File: src/rtl/ps2_pkg.sv
// ============================================================================
// Package : ps2_pkg
// Brief   : Scan-code constants, prefix-FSM states and event record for PS/2.
// Rev     : 1.0
// ============================================================================
`default_nettype none

package ps2_pkg;

  localparam logic [7:0] SC_EXT    = 8'hE0;
  localparam logic [7:0] SC_BRK    = 8'hF0;
  localparam logic [7:0] SC_LSHIFT = 8'h12;
  localparam logic [7:0] SC_RSHIFT = 8'h59;
  localparam logic [7:0] SC_CAPS   = 8'h58;

  // Keyboard-to-host control bytes that never describe a key
  localparam logic [7:0] SC_BAT_OK = 8'hAA;
  localparam logic [7:0] SC_ACK    = 8'hFA;
  localparam logic [7:0] SC_ECHO   = 8'hEE;
  localparam logic [7:0] SC_RESEND = 8'hFE;
  localparam logic [7:0] SC_ERR0   = 8'h00;
  localparam logic [7:0] SC_ERR1   = 8'hFF;

  typedef enum logic [1:0] {
    ST_IDLE    = 2'd0,
    ST_EXT     = 2'd1,
    ST_BRK     = 2'd2,
    ST_EXT_BRK = 2'd3
  } state_t;

  typedef struct packed {
    logic       rpt;
    logic       ext;
    logic       brk;
    logic [7:0] code;
  } ev_t;

  localparam int EV_W = $bits(ev_t);

  function automatic logic is_ctrl(input logic [7:0] b);
    return (b == SC_BAT_OK) || (b == SC_ACK)    || (b == SC_ECHO) ||
           (b == SC_RESEND) || (b == SC_ERR0)   || (b == SC_ERR1);
  endfunction

endpackage

`default_nettype wire

File: src/rtl/ps2_key_event_sync_fifo.sv
// ============================================================================
// Module : sync_fifo
// Brief  : Single-clock FIFO; a push into a full FIFO is kept only with a pop.
// Rev    : 1.0
// ============================================================================
`default_nettype none

module sync_fifo #(
  parameter int WIDTH = 11,
  parameter int DEPTH = 4
) (
  input  logic             clk,
  input  logic             rst_n,
  input  logic             i_push,
  input  logic [WIDTH-1:0] i_din,
  input  logic             i_pop,
  output logic [WIDTH-1:0] o_dout,
  output logic             o_empty,
  output logic             o_drop
);

  localparam int AW = $clog2(DEPTH);

  logic [WIDTH-1:0] r_mem [DEPTH];
  logic [AW:0]      r_wr_ptr;
  logic [AW:0]      r_rd_ptr;

  logic w_empty;
  logic w_full;
  logic w_do_pop;
  logic w_do_push;

  // Extra pointer MSB distinguishes full from empty when the indices coincide
  assign w_empty   = (r_wr_ptr == r_rd_ptr);
  assign w_full    = (r_wr_ptr[AW] != r_rd_ptr[AW]) &&
                     (r_wr_ptr[AW-1:0] == r_rd_ptr[AW-1:0]);
  assign w_do_pop  = i_pop && !w_empty;
  assign w_do_push = i_push && (!w_full || w_do_pop);

  always_ff @(posedge clk) begin
    if (!rst_n) begin
      r_wr_ptr <= '0;
      r_rd_ptr <= '0;
      for (int i = 0; i < DEPTH; i++) begin
        r_mem[i] <= '0;
      end
    end else begin
      if (w_do_push) begin
        r_mem[r_wr_ptr[AW-1:0]] <= i_din;
        r_wr_ptr                <= r_wr_ptr + {{AW{1'b0}}, 1'b1};
      end
      if (w_do_pop) begin
        r_rd_ptr <= r_rd_ptr + {{AW{1'b0}}, 1'b1};
      end
    end
  end

  assign o_dout  = r_mem[r_rd_ptr[AW-1:0]];
  assign o_empty = w_empty;
  assign o_drop  = i_push && !w_do_push;

endmodule

`default_nettype wire

File: src/rtl/ps2_key_event.sv
// ============================================================================
// Module : ps2_key_event
// Brief  : Folds E0/F0 prefixes into key events, tracks modifiers, buffers events.
// Rev    : 1.0
// ============================================================================
`default_nettype none

module ps2_key_event
  import ps2_pkg::*;
#(
  parameter int DEPTH = 4
) (
  input  logic       clk,
  input  logic       rst_n,
  input  logic [7:0] kb_data,
  input  logic       kb_ready,
  output logic       kb_nextdata_n,
  output logic       ev_valid,
  input  logic       ev_ready,
  output logic [7:0] ev_code,
  output logic       ev_ext,
  output logic       ev_break,
  output logic       ev_repeat,
  output logic       shift_held,
  output logic       caps_lock,
  output logic [7:0] press_count,
  output logic       ev_overflow
);

  state_t     r_state;
  logic       r_last_valid;
  logic       r_last_ext;
  logic [7:0] r_last_code;
  logic       r_lshift;
  logic       r_rshift;
  logic       r_caps;
  logic [7:0] r_press_count;
  logic       r_overflow;

  state_t     w_next_state;
  logic       w_emit;
  logic       w_ext;
  logic       w_brk;
  logic       w_event;
  logic       w_match;
  logic       w_make;
  logic       w_break;
  logic       w_repeat;
  logic       w_new_make;
  ev_t        w_ev_in;
  ev_t        w_ev_out;
  logic       w_fifo_empty;
  logic       w_fifo_drop;

  always_comb begin
    w_next_state = r_state;
    w_emit       = 1'b0;
    w_ext        = 1'b0;
    w_brk        = 1'b0;
    case (r_state)
      ST_IDLE: begin
        if (kb_data == SC_EXT) begin
          w_next_state = ST_EXT;
        end else if (kb_data == SC_BRK) begin
          w_next_state = ST_BRK;
        end else if (!is_ctrl(kb_data)) begin
          w_emit = 1'b1;
        end
      end
      ST_EXT: begin
        if (kb_data == SC_BRK) begin
          w_next_state = ST_EXT_BRK;
        end else if (kb_data != SC_EXT) begin
          w_emit       = 1'b1;
          w_ext        = 1'b1;
          w_next_state = ST_IDLE;
        end
      end
      ST_BRK: begin
        if (kb_data == SC_EXT) begin
          w_next_state = ST_EXT;
        end else begin
          w_emit       = 1'b1;
          w_brk        = 1'b1;
          w_next_state = ST_IDLE;
        end
      end
      ST_EXT_BRK: begin
        if (kb_data == SC_EXT) begin
          w_next_state = ST_EXT;
        end else begin
          w_emit       = 1'b1;
          w_ext        = 1'b1;
          w_brk        = 1'b1;
          w_next_state = ST_IDLE;
        end
      end
      default: w_next_state = ST_IDLE;
    endcase
  end

  always_ff @(posedge clk) begin
    if (!rst_n) begin
      r_state <= ST_IDLE;
    end else if (kb_ready) begin
      r_state <= w_next_state;
    end
  end

  assign w_event    = kb_ready && w_emit;
  assign w_match    = r_last_valid && (r_last_ext == w_ext) && (r_last_code == kb_data);
  assign w_make     = w_event && !w_brk;
  assign w_break    = w_event && w_brk;
  assign w_repeat   = w_make && w_match;
  assign w_new_make = w_make && !w_match;

  // Key state follows the byte stream even when the FIFO has to drop the event
  always_ff @(posedge clk) begin
    if (!rst_n) begin
      r_last_valid  <= 1'b0;
      r_last_ext    <= 1'b0;
      r_last_code   <= 8'h00;
      r_lshift      <= 1'b0;
      r_rshift      <= 1'b0;
      r_caps        <= 1'b0;
      r_press_count <= 8'h00;
      r_overflow    <= 1'b0;
    end else begin
      if (w_new_make) begin
        r_last_valid  <= 1'b1;
        r_last_ext    <= w_ext;
        r_last_code   <= kb_data;
        r_press_count <= r_press_count + 8'd1;
        if (!w_ext && (kb_data == SC_CAPS)) begin
          r_caps <= ~r_caps;
        end
      end else if (w_break && w_match) begin
        r_last_valid <= 1'b0;
      end
      if (w_event && !w_ext && (kb_data == SC_LSHIFT)) begin
        r_lshift <= !w_brk;
      end
      if (w_event && !w_ext && (kb_data == SC_RSHIFT)) begin
        r_rshift <= !w_brk;
      end
      if (w_fifo_drop) begin
        r_overflow <= 1'b1;
      end
    end
  end

  always_comb begin
    w_ev_in      = '0;
    w_ev_in.rpt  = w_repeat;
    w_ev_in.ext  = w_ext;
    w_ev_in.brk  = w_brk;
    w_ev_in.code = kb_data;
  end

  sync_fifo #(
    .WIDTH (EV_W),
    .DEPTH (DEPTH)
  ) u_fifo (
    .clk     (clk),
    .rst_n   (rst_n),
    .i_push  (w_event),
    .i_din   (w_ev_in),
    .i_pop   (ev_ready),
    .o_dout  (w_ev_out),
    .o_empty (w_fifo_empty),
    .o_drop  (w_fifo_drop)
  );

  assign kb_nextdata_n = !(kb_ready && rst_n);
  assign ev_valid      = !w_fifo_empty;
  assign ev_code       = w_ev_out.code;
  assign ev_ext        = w_ev_out.ext;
  assign ev_break      = w_ev_out.brk;
  assign ev_repeat     = w_ev_out.rpt;
  assign shift_held    = r_lshift || r_rshift;
  assign caps_lock     = r_caps;
  assign press_count   = r_press_count;
  assign ev_overflow   = r_overflow;

endmodule

`default_nettype wire

File: config.mk
export PLATFORM = sky130hd
export DESIGN_NAME = ps2_key_event
export DESIGN_NICKNAME = d
export VERILOG_FILES = /design/src/rtl/ps2_pkg.sv /design/src/rtl/ps2_key_event_sync_fifo.sv /design/src/rtl/ps2_key_event.sv
export SDC_FILE = /design/constraint.sdc
export NUM_CORES = 1
export LEC_CHECK = 0
export ABC_AREA = 1
export BUFFER_PORTS_ARGS = -buffer_cell sky130_fd_sc_hd__buf_2
export CORE_MARGIN = 2
export CORE_UTILIZATION = 45
export CTS_CLUSTER_SIZE = 14
export DETAILED_ROUTE_END_ITERATION = 10
export PLACE_DENSITY = 0.68
export SYNTH_ARGS = -nofsm -noshare
export SYNTH_HDL_FRONTEND = slang
export SYNTH_SLANG_ARGS = --single-unit
File: constraint.sdc
create_clock -name clk -period 2 [get_ports clk]
set_input_delay 0.3 -clock clk [delete_from_list [all_inputs] [get_ports clk]]
set_output_delay 0.3 -clock clk [all_outputs]
set_load 0.01 [all_outputs]
==> run metrics, run 1 <==
WHS between 200 and 250 ps; Top delay family on crit path buffers and inverters; Synth Instances between 400 and 500; syn_nets roughly 450; Floorplan Core Area about 8000 um2; DRC 0; initial core utilization between 40% and 50%; Synth top area share 35.2%; die area roughly 9000 um2; vias in the first global route 2,769; Final Non-Filler Cells roughly 600; Overflow after GRT 0; Netlist cell types 34; total CTS buffers 9; Die H 95.3 um; ANT nets after route 0; top_reg_cell synth edfxtp_1; Clk Latency, worst-skew pair 340 ps; final net count around 500; crit path kind reg -> out; Max-slew headroom between 50% and 60%; Routed wire per std cell ~13 um; final setup vio count 0; FF-to-FF setup slack around 150 ps; first-pass GRT wire length 13,200 um; Synth Area in Compound Gates 10.0%; Root Buffer clkbuf_8; post-DP HPWL 5740 um; number of max-cap violations 0; I/O pin cnt 36; total track usage 18.8%; GP Congestion around 0.88; Max Root-Sink Buffers 2; IO buf count 35; Req. time, crit path 1700 ps; post-synthesis mux area share 0%; status finished, final reports clean; critical path arrival between 1500 and 2000 ps; Final Max Tran Viols 0; EDFF count, synth 44; commonest non-fill, non-tap cell in the layout nor2_1; RSZ-0062 raised after global routing no; Worst Tran Pin Value roughly 600 ps; simple-gate share of the synthesized area between 20% and 30%; slowest stage delay, CP approximately 440 ps; synth top area cells edfxtp_1, dfxtp_1, nor2_1; reg2reg path depth 11; register area roughly 2000 um2; Seq/Total Area, Yosys a little over half; CP Depth 4; Hold EP r_last_code[1]$_SDFFE_PN0P_; pin count of the biggest net entering global routing 25; area grow syn2layout 18.2%; period utilisation layout 94.5%; initial antenna violation count 0; largest family of logic cells by synthesized area simple AND/OR/NAND/NOR gates; synth warn 0; WP buf/inv 2; worst hold path depth 3; via count just under 3,000; Antenna Cells 0; Detailed Route WL around 8000 um; Crit Path Max Fanout 22; Post-Synth XOR/XNOR Area approximately 2.1%; clock slew at reported path FFs 80 ps; number of vias per cell slightly below 5; footprint of the multi-input gates between 1500 and 2000 um2; mapped cell area roughly 3800 um2; hold wc startpoint kb_data[1]; Final min period between 1500 and 2000 ps; Synth Area in Adders under 10%; Cell Rows 33; slowest CP cell inv_1; CTS tree yes; commonest cells after routing, fill and taps aside nor2_1, nand2_1, edfxtp_1; H-tree depth 3; FMAX 529 MHz; pwr dens a little under 900 nW/um2; PostCTS Resize Cnt 0; Hold Vio Cnt, Final 0; Post-Syn Area per Cell slightly below 9 um2; Post CTS Setup Buffer Count 0; Worst setup SP type register; CP Capture Type output port; dominant cell type by area after synthesis edfxtp_1; Inst Count DP a little under 600; sequence of cells on the critical path inv_1, o21ai_0, o22ai_1, buf_2; worst r2r src r_state[0]$_SDFFE_PN0P_; share of layout cells above drive strength 1 24.5%; flops & latches, synth between 70 and 80; Die Width about 95 um; Static Leak around 1.9 nW; TritonRoute pass-1 iters 4; clk sinks between 70 and 80; hold buffers post-CTS 0; Post-synth ARST share 0%; Worst VDD drop 384 uV; fillcell total 749; DR iter-0 viols 150; worst min path class in -> reg; Worst R2R End u_fifo.r_mem[1][1]$_SDFFCE_PN0P_; Final Skew approximately 7.6 ps
-- flip-flops by register name (all words and copies together), names as in the netlist, named ones only --
name,count
press_count,8
r_rshift,1
caps_lock,1
r_state,2
r_last_code,8
r_last_ext,1
r_last_valid,1
u_fifo.r_wr_ptr,3
r_lshift,1
ev_overflow,1
u_fifo.r_mem,44
u_fifo.r_rd_ptr,3
-- cell usage after synthesis, drive strengths merged, types with 3 or more instances --
cell / instances
o22ai: 11
xor2: 3
edfxtp: 44
clkbuf: 8
dfxtp: 32
ha: 3
inv: 35
buf: 11
nor3: 5
xnor2: 6
nand4: 5
a21oi: 19
nand2: 66
nand3: 18
nor2: 124
o21ai: 39
-- logic make-up (layout without fill, tap and decap cells) --
logic type | after synthesis | in the layout
compound gates | 71 | 71
xor+xnor | 9 | 9
fa+ha+maj | 3 | 3
buf+inv | 55 | 114
flops | 76 | 76
simple gates | 220 | 221
-- area by class of cell --
cell class	instances	area share, %
Tap cell	105	2.96
Clock inverter	5	1.86
Multi-Input combinational cell	304	35.4
Clock buffer	11	3.44
Inverter	36	3.05
Sequential cell	76	44.2
Timing Repair Buffer	62	9.09
-- worst register-to-register path, delay by kind of cell, from the launching register on --
kind	cells	cell delay, ps
buffers and inverters	1	90
flip-flops	1	340
AND/OR/NAND/NOR	10	1120
-- routing by layer --
metal  GRT usage, %  part of all wire [%]  vias to the layer above
li1               -                     -                     1543
met1           26.0                    48                     1361
met2           30.8                    47                       61
met3           2.37                   3.8                       11
met4           6.04                   1.3                        0
met5              0                     0                        -
-- worst max-delay path by stage --
stage / start / end / slack, ps
global route: register / ev_code[3] / 6
floorplan: kb_data[6] / u_fifo.r_mem[2][0]$_SDFFCE_PN0P_ / 40
global placement: kb_data[0] / u_fifo.r_mem[3][6]$_DFFE_PP_ / -90
finish: register / ev_code[3] / 110
CTS: r_state[0]$_SDFFE_PN0P_ / press_count[2]$_SDFFE_PN0P_ / 90
detailed placement: kb_data[0] / press_count[2]$_SDFFE_PN0P_ / -100
-- power by group --
group	internal, mW	total (mW)	switching (mW)
Combinational	0.264	0.708	0.444
Clock	0.784	1.36	0.578
Sequential	1.75	1.81	0.0579
-- through the flow --
step	power (mW)	utilization, %	TNS (ps)	setup WS (ps)	area, um2
floorplan	2.31	-	0	39.2	3770
global placement	2.54	51.4	-1710	-92.6	4180
detailed placement	2.55	51.4	-3210	-101	4180
CTS	3.90	54.3	0	87.9	4420
global route	4.05	54.5	0	5.74	4430
finish	3.88	54.5	0	110	4430
Note: power is estimated with default switching activity, not from simulation.
==> inputs of run 2 (changes only) <==
Settings changed: CORE_UTILIZATION 45 to 53, GPL_TIMING_DRIVEN set to 0, PLACE_DENSITY 0.68 to 0.77.
==> run 2 against run 1 <==
  * Fmax barely moved
  * Hold slack lost 14 ps
  * Clock skew rose by 2.1 ps
  * Sequential cell count unchanged
  * Sequential power about the same
  * Non-clock buffer count fell by 9
  * Die area is 14% lower
  * Design area is 2.0% lower
  * Wire length grew 2.4%
  * Via count rose by 2.3%
  * Critical path depth is 8 higher
  * Largest power group unchanged
==> run metrics, run 2 (synthesized netlist as in run 1, its figures left out) <==
Final WS setup 111 ps (+1.37 ps); DRT met1 WL 3610 um (-5.4%); Worst VDD drop 434 uV (+13%); met2 wire len 4010 um (+6.3%); reg2reg path depth 12 (+1); via count 3,044 (+2.3%); fillcell total 608 (-19%); number of max-cap violations 0 (unchanged); Detailed Route WL 8200 um (+2.4%); Inst Count DP 562 (-3.4%); hold buffers post-CTS 0 (unchanged); H-tree depth 3 (unchanged); CTS tree yes; routed wl met3 412 um (+34%); Worst setup SP type register; Worst Tran Pin Value 558 ps (-42.8 ps); post-DP HPWL 5560 um (-3.1%); die area 7770 um2 (-14%); Die H 88.1 um (-7.5%); CP Capture Type register; ANT nets after route 0 (unchanged); dpl cell area 4060 um2 (-3.1%); largest register by flop count u_fifo.r_mem; hold wc startpoint kb_data[1]; FF-to-FF setup slack 110 ps (-40 ps); commonest cells after routing, fill and taps aside nor2_1, nand2_1, edfxtp_1; Hold Vio Cnt, Final 0 (unchanged); Final Non-Filler Cells 582 (-2.8%); Hold EP r_last_code[1]$_SDFFE_PN0P_; worst hold path depth 3 (unchanged); critical path arrival 1970 ps (+380 ps); worst min path class in -> reg; worst r2r src r_state[0]$_SDFFE_PN0P_; FMAX 529 MHz (about the same); Req. time, crit path 2080 ps (+380 ps); top layer in use met4; Worst R2R End u_fifo.r_mem[0][7]$_SDFFCE_PN0P_; Max-slew headroom 62.4% (+2.6 points); Tot Pwr 3.64 mW (-6.1%); Max Root-Sink Buffers 2 (unchanged); area grow syn2layout 15.8%; crit path kind reg -> reg; initial core utilization 54.9% (+8.8 points); Final min period 1890 ps (-1.37 ps); initial antenna violation count 0 (unchanged); clock slew at reported path FFs 80 ps (about the same); pin count of the biggest net entering global routing 16 (-36%); Cell Rows 30 (-9.1%); IO buf count 32 (-8.6%); final setup vio count 0 (unchanged); total track usage 22.6% (+3.8 points); Final Max Tran Viols 0 (unchanged); DRC 0 (unchanged); Static Leak 1.83 nW (-3.8%); pwr dens 838 nW/um2 (-4.2%); Final Skew 9.69 ps (+2.14 ps); Final Cell Area 4340 um2 (-2.0%); GP Congestion 0.889 (+1.1%); total CTS buffers 9 (unchanged); Routed wire per std cell 14.1 um (+5.4%); commonest non-fill, non-tap cell in the layout nor2_1; Clk Latency, worst-skew pair 370 ps (+30 ps); Crit Path Max Fanout 11 (-50%); Place WS -399 ps (-298 ps); Largest register FFs 44 (unchanged); Overflow after GRT 0 (unchanged); WHS 229 ps (-13.7 ps); clk sinks 76 (unchanged); TritonRoute pass-1 iters 5 (+1); Die Width 88.1 um (-7.5%); vias in the first global route 2,800 (+1.1%); final net count 496 (-1.6%); status finished, final reports clean; DR iter-0 viols 184 (+23%); Floorplan Core Area 6830 um2 (-16%); Root Buffer clkbuf_8; period utilisation layout 94.4% (about the same); I/O pin cnt 36 (unchanged); Antenna Cells 0 (unchanged); first-pass GRT wire length 13,100 um (-1.2%); number of vias per cell 5.23 (+5.3%); share of layout cells above drive strength 1 23.9% (-0.63 points)
-- run 2: changes by cell type in the layout (fill, tap and decap cells not counted), moves of 3 or more --
cell,delta
buf_4,-23
clkbuf_2,+5
buf_6,+4
clkinvlp_4,+3
dfxtp_1,-3
dfxtp_2,+3
nand2_8,+3
-- run 2: cell type report --
| cell class | count | area, um2 | area share [%] |
|---|---|---|---|
| flip-flops and latches | 76 | 1970 | 45.2 |
| multi-input cells | 305 | 1610 | 37.2 |
| repair buffers | 35 | 195 | 4.49 |
| inverters | 36 | 135 | 3.11 |
| plain buffers | 18 | 133 | 3.05 |
| clock buffers | 9 | 124 | 2.85 |
| well taps | 96 | 120 | 2.76 |
| clock inverters | 7 | 57.6 | 1.32 |
-- run 2: metal layers --
layer / track usage [%] / vias to the layer above
met4: 10.9 / 0
met2: 36.9 / 86
met1: 28.0 / 1410
met3: 5.84 / 16
li1: - / 1532
met5: 0 / -
-- run 2: where the power goes --
part           switching, mW  leakage, nW  internal (mW)
registers             0.0581        0.721           1.75
clock network          0.633       0.0829          0.464
logic                  0.471         1.03          0.262
-- run 2: repair_timing --
| action | in CTS | in global routing |
|---|---|---|
| endpoints found under the setup margin | 46 | 49 |
| resized for setup | 7 | 13 |
| setup buffers | 0 | 3 |
| pin swaps | 0 | 3 |
| gates cloned | 0 | 2 |
-- run 2: critical path: stages, from the launching register on --
cell and delay, ps:
dfxtp_1 330, inv_1 90, nand2_1 70, nor2_2 100, nand4_1 110, nand2_2 120, nand2_4 80, nor2_8 170
nand2_8 80, nor2_8 110, nand2_4 70, buf_8 160, nand2_4 100
-- run 2: how the worst max path moves through the flow --
stage | cells past startpoint | start | end | slack [ps]
6_report | 12 | r_state[0]$_SDFFE_PN0P_ | u_fifo.r_mem[0][7]$_SDFFCE_PN0P_ | 110
5_1_grt | 12 | r_state[1]$_SDFFE_PN0P_ | u_fifo.r_mem[0][2]$_SDFFCE_PN0P_ | -5
4_1_cts | 7 | u_fifo.r_wr_ptr[1]$_SDFFE_PN0P_ | u_fifo.r_mem[2][8]$_SDFFCE_PN0P_ | 7
3_5_place_dp | 14 | kb_data[0] | u_fifo.r_mem[2][2]$_SDFFCE_PN0P_ | -400
3_3_place_gp | 14 | kb_data[0] | u_fifo.r_mem[2][2]$_SDFFCE_PN0P_ | -320
2_1_floorplan | 13 | kb_data[6] | u_fifo.r_mem[2][0]$_SDFFCE_PN0P_ | 40
-- run 2: per-stage QoR --
stage	util (%)	setup TNS (ps)
after floorplan	-	0
after global routing	63.6	-21.0
after global placement	59.4	-13390
after CTS	62.6	0
final	63.6	0
after detailed placement	59.4	-18590
